==> src/rtl/fetch_queue_pc.sv <==
// rtl/fetch_queue_pc.sv - fetch PC with sequential imem reads buffered in a DEPTH-entry queue
// Redirect flushes the queue and restarts fetch; halt stops new reads while decode drains.
module fetch_queue_pc #(
  parameter int WORD_W = 32,
  parameter int DEPTH = 4,
  parameter logic [WORD_W-1:0] PC_RESET = '0
) (
  input  logic                       CLK,
  input  logic                       RST,
  output logic                       imemREN,
  output logic [WORD_W-1:0]          imemaddr,
  input  logic                       ihit,
  input  logic [WORD_W-1:0]          imemload,
  input  logic                       redirect,
  input  logic [WORD_W-1:0]          redirect_addr,
  input  logic                       halt,
  input  logic                       deq,
  output logic                       q_valid,
  output logic [WORD_W-1:0]          q_instr,
  output logic [WORD_W-1:0]          q_pc,
  output logic [WORD_W-1:0]          q_npc,
  output logic [$clog2(DEPTH+1)-1:0] q_count
);

  localparam int PW = $clog2(DEPTH);
  localparam int CW = $clog2(DEPTH+1);

  logic [WORD_W-1:0] fpc;
  logic [PW-1:0]     rd_ptr;
  logic [PW-1:0]     wr_ptr;
  logic [CW-1:0]     count;
  logic [WORD_W-1:0] instr_q [DEPTH];
  logic [WORD_W-1:0] pc_q    [DEPTH];
  logic              enq;
  logic              deq_ok;

  // Request depends only on registered occupancy, never on deq or redirect.
  assign imemREN  = !RST && !halt && (count < CW'(DEPTH));
  assign imemaddr = fpc;

  assign enq    = imemREN && ihit && !redirect;
  assign deq_ok = deq && (count != '0) && !redirect;

  assign q_valid = (count != '0);
  assign q_count = count;
  assign q_instr = instr_q[rd_ptr];
  assign q_pc    = pc_q[rd_ptr];
  assign q_npc   = pc_q[rd_ptr] + WORD_W'(4);

  always_ff @(posedge CLK) begin
    if (RST) begin
      fpc    <= PC_RESET;
      rd_ptr <= '0;
      wr_ptr <= '0;
      count  <= '0;
    end else if (redirect) begin
      fpc    <= {redirect_addr[WORD_W-1:2], 2'b00};
      rd_ptr <= '0;
      wr_ptr <= '0;
      count  <= '0;
    end else begin
      if (enq) begin
        fpc    <= fpc + WORD_W'(4);
        wr_ptr <= wr_ptr + PW'(1);
      end
      if (deq_ok) begin
        rd_ptr <= rd_ptr + PW'(1);
      end
      case ({enq, deq_ok})
        2'b10:   count <= count + CW'(1);
        2'b01:   count <= count - CW'(1);
        default: count <= count;
      endcase
    end
  end

  // Storage needs no reset; q_valid gates its visibility.
  always_ff @(posedge CLK) begin
    if (enq) begin
      instr_q[wr_ptr] <= imemload;
      pc_q[wr_ptr]    <= fpc;
    end
  end

endmodule
==> config.mk <==
export PLATFORM = sky130hd
export DESIGN_NAME = fetch_queue_pc
export DESIGN_NICKNAME = d
export VERILOG_FILES = /design/src/rtl/fetch_queue_pc.sv
export SDC_FILE = /design/constraint.sdc
export NUM_CORES = 1
export LEC_CHECK = 0
export CELL_PAD_IN_SITES_DETAIL_PLACEMENT = 0
export CELL_PAD_IN_SITES_GLOBAL_PLACEMENT = 1
export CORE_ASPECT_RATIO = 0.7
export CORE_UTILIZATION = 48
export CTS_CLUSTER_DIAMETER = 120
export CTS_CLUSTER_SIZE = 30
export DETAILED_ROUTE_END_ITERATION = 12
export GPL_TIMING_DRIVEN = 0
export PLACE_DENSITY = 0.88
export SLEW_MARGIN = 20
export SYNTH_ARGS = -nofsm -noshare
export SYNTH_HDL_FRONTEND = slang
export SYNTH_SLANG_ARGS = --single-unit
==> constraint.sdc <==
create_clock -name CLK -period 9.4 [get_ports CLK]
set_clock_uncertainty 0.15 [all_clocks]
set_input_delay 1.88 -clock CLK [delete_from_list [all_inputs] [get_ports CLK]]
set_output_delay 1.88 -clock CLK [all_outputs]
set_load 0.02 [all_outputs]
==> results.toml <==
[status]
outcome = "completed"

[sta]
post-route-min-period_ps = 6540
period_share = 0.695
hold_slack_ps = 375
finalSetupTns_ps = 0
max_freq_mhz = 153
setup_viol = 0
slew_viol_final = 0
grt_setup_unrepaired = "false"
hold_violations = 0
relSlewSlack = 0.428
worst_pin_slew_ps = 858

[die]
die_x_um = 188
io_pins = 203
die_area_mm2 = 0.0248
initial_core_util = 0.490
design.core.area_mm2 = 0.0237
num_rows = 47
fp.dieH_um = 132

[setup_path]
critPathMaxStageDelay_ps = 630
path_cells = "clkbuf_1 > buf_1 > clkbuf_1 > mux4_2 > nand3_1 > nor4_1 > xor2_1 > clkdlybuf4s50_1"
endpoint_kind = "output port"
crit_path_frequent_cell = "clkbuf_1"
slowest_stage = "buf_1"
cp_max_fo = 10
startpoint_type = "flop"
cp_data_arrival_time_ps = 4510
worst-setup-path-type = "reg -> out"
required_ps = 7370

[finish]
area_growth_pct = 24.6
fillerInstances = 1787
drive_above_1_share = 0.116
finish.net_count = 978

[global_routing]
grt_first_pass_wirelength_um = 39700
antenna_found_initial = 1
grt.total_usage = 0.211
grt_max_degree = 47
gr-total-overflow = 0
grt_pass1_vias = 6733

[clocking]
post_cts_resized = 0
cts_sinks = 287
htree_levels = 1
postCtsSetupBuffers = 0
postCtsHoldBufs = 0
cts_tree = "yes"
clkTransAtPathRegs_ps = 110
root_buffer = "clkbuf_16"
clkLatencyLatePin_ps = 500
cts_buffer_depth = 3
numCtsBuffers = 13

[hold_path]
hp-class = "reg -> reg"

[route]
vias_per_cell = 5.57
remaining_drc_errors = 0
wire_per_inst_um = 21.3
vias = 6832
drt_iter0_drc = 544
ant_nets = 0
wl_um = 26100
dr.pass1.iters = 5

[logic_synthesis]
synth.distinct_cells = 36
syn_inst = 682
avgSynthCellArea_um2 = 17.0
ys_warn_count = 0
synth_seq_area_share = 0.709
synth_seq_cells = 287
netlist_area_mm2 = 0.0116

[run]
maxCapViolCount = 0

[pwr]
ir_drop_uv = 167
p_leak_uw = 0.00450
powerDensity_mw_per_mm2 = 152
power.total_uw = 2200

[placement]
globalplace.congestion = 0.815
portBuffers = 193
dpl.hpwl_um = 18100
-- layer usage --
layer	vias to the layer above	track usage	share of wire
li1	3091	-	-
met3	21	0.0439	0.075
met5	-	0	0
met2	266	0.326	0.46
met1	3454	0.318	0.45
met4	0	0.0289	0.013
-- final timing paths --
path,from,end,slack (ps),cells after the start
max,flop,q_npc[30],2860,8
min reg2reg,wr_ptr[0],wr_ptr[0],380,2
max reg2reg,q_count[2],imemaddr[28],6440,7
min,wr_ptr[0],wr_ptr[0],380,2
-- stage by stage --
stage           util  cells  area, µm²  worst slack [ps]
2_1_floorplan      -    687      11600              4350
3_3_place_gp   0.589   1198      14000              2390
3_5_place_dp   0.594   1203      14100              3270
4_1_cts        0.610   1225      14500              2730
5_1_grt        0.610   1226      14500              2460
6_report       0.610   1226      14500              2860
-- critical path, delay by kind of cell (launching register included) --
family,cells,cell delay (ps)
mux,1,410
buf+inv,4,2240
flops,1,320
simple gates,2,870
xor+xnor,1,170
-- layout make-up --
cell class	count	area, µm²	area share
Clock inverter	2	25.0	0.00173
Tap cell	318	398	0.0275
Clock buffer	20	352	0.0243
Multi-Input combinational cell	344	3180	0.220
Buffer	40	194	0.0134
Sequential cell	287	8230	0.569
Inverter	16	60.1	0.00415
Timing Repair Buffer	198	2030	0.140
Antenna cell	1	2.50	0.000173
-- power breakdown --
group | switching, µW | leakage, µW | total [µW] | internal (µW)
Clock | 375 | 0.000180 | 644 | 269
Combinational | 68.6 | 0.00175 | 139 | 70.4
Sequential | 22.6 | 0.00257 | 1420 | 1400
Total | 466 | 0.00450 | 2200 | 1740
-- logic make-up (layout without fill, tap and decap cells) --
family | after synthesis | count (layout) | share of synthesized area
flops | 287 | 287 | 0.709
simple gates | 172 | 172 | 0.0741
mux | 63 | 63 | 0.121
buf+inv | 56 | 276 | 0.0219
xor+xnor | 55 | 55 | 0.0415
compound gates | 40 | 40 | 0.0231
fa+ha+maj | 8 | 8 | 0.00927
other cells | 1 | 7 | 0.000323
-- cell usage after synthesis, drive strengths merged --
library cell	instances	area share
nor3	20	0.0086
dfxtp	39	0.067
nor4	9	0.0048
nor2	41	0.013
a21oi	10	0.0043
clkbuf	22	0.0071
edfxtp	248	0.64
mux2i	1	0.00086
nand4	13	0.0070
and3	10	0.0054
a31oi	2	0.0011
or4b	1	0.0012
buf	18	0.0096
nand3	20	0.0086
a211o	2	0.0015
and4	7	0.0053
or2	2	0.0011
conb	1	0.00032
ha	7	0.0075
mux4	62	0.12
or4	2	0.0013
xnor2	27	0.020
a311oi	4	0.0030
a211oi	17	0.011
o21ai	5	0.0022
nor4b	1	0.00075
inv	16	0.0052
xor2	28	0.021
or3	7	0.0038
and2	2	0.0011
nand2	37	0.012
fa	1	0.0017
-- flip-flops by register name, summed over array words and instances, names as in the netlist, named ones only --
signal,cells
instr_q,128
pc_q,120
imemaddr,30
q_count,3
rd_ptr,2
wr_ptr,2
-- cell usage in the layout, fill, tap and decap left out, types with 2 or more instances in the layout --
master             n
edfxtp_1         248
clkdlybuf4s50_1  193
mux4_2            62
nor2_1            41
dfxtp_1           39
nand2_1           37
clkbuf_1          29
xor2_1            28
xnor2_1           27
nand3_1           20
nor3_1            20
a211oi_1          17
inv_1             15
nand4_1           13
clkbuf_16         13
a21oi_1           10
nor4_1             8
or3_1              7
and4_1             7
ha_1               7
buf_4              7
and3_1             6
conb_1             6
buf_2              5
buf_1              5
o21ai_0            5
and3_4             4
a311oi_1           4
buf_12             3
and2_1             2
buf_6              2
a211o_1            2
a31oi_1            2
or4_1              2
or2_2              2
Power figures use the tool's default switching activity.
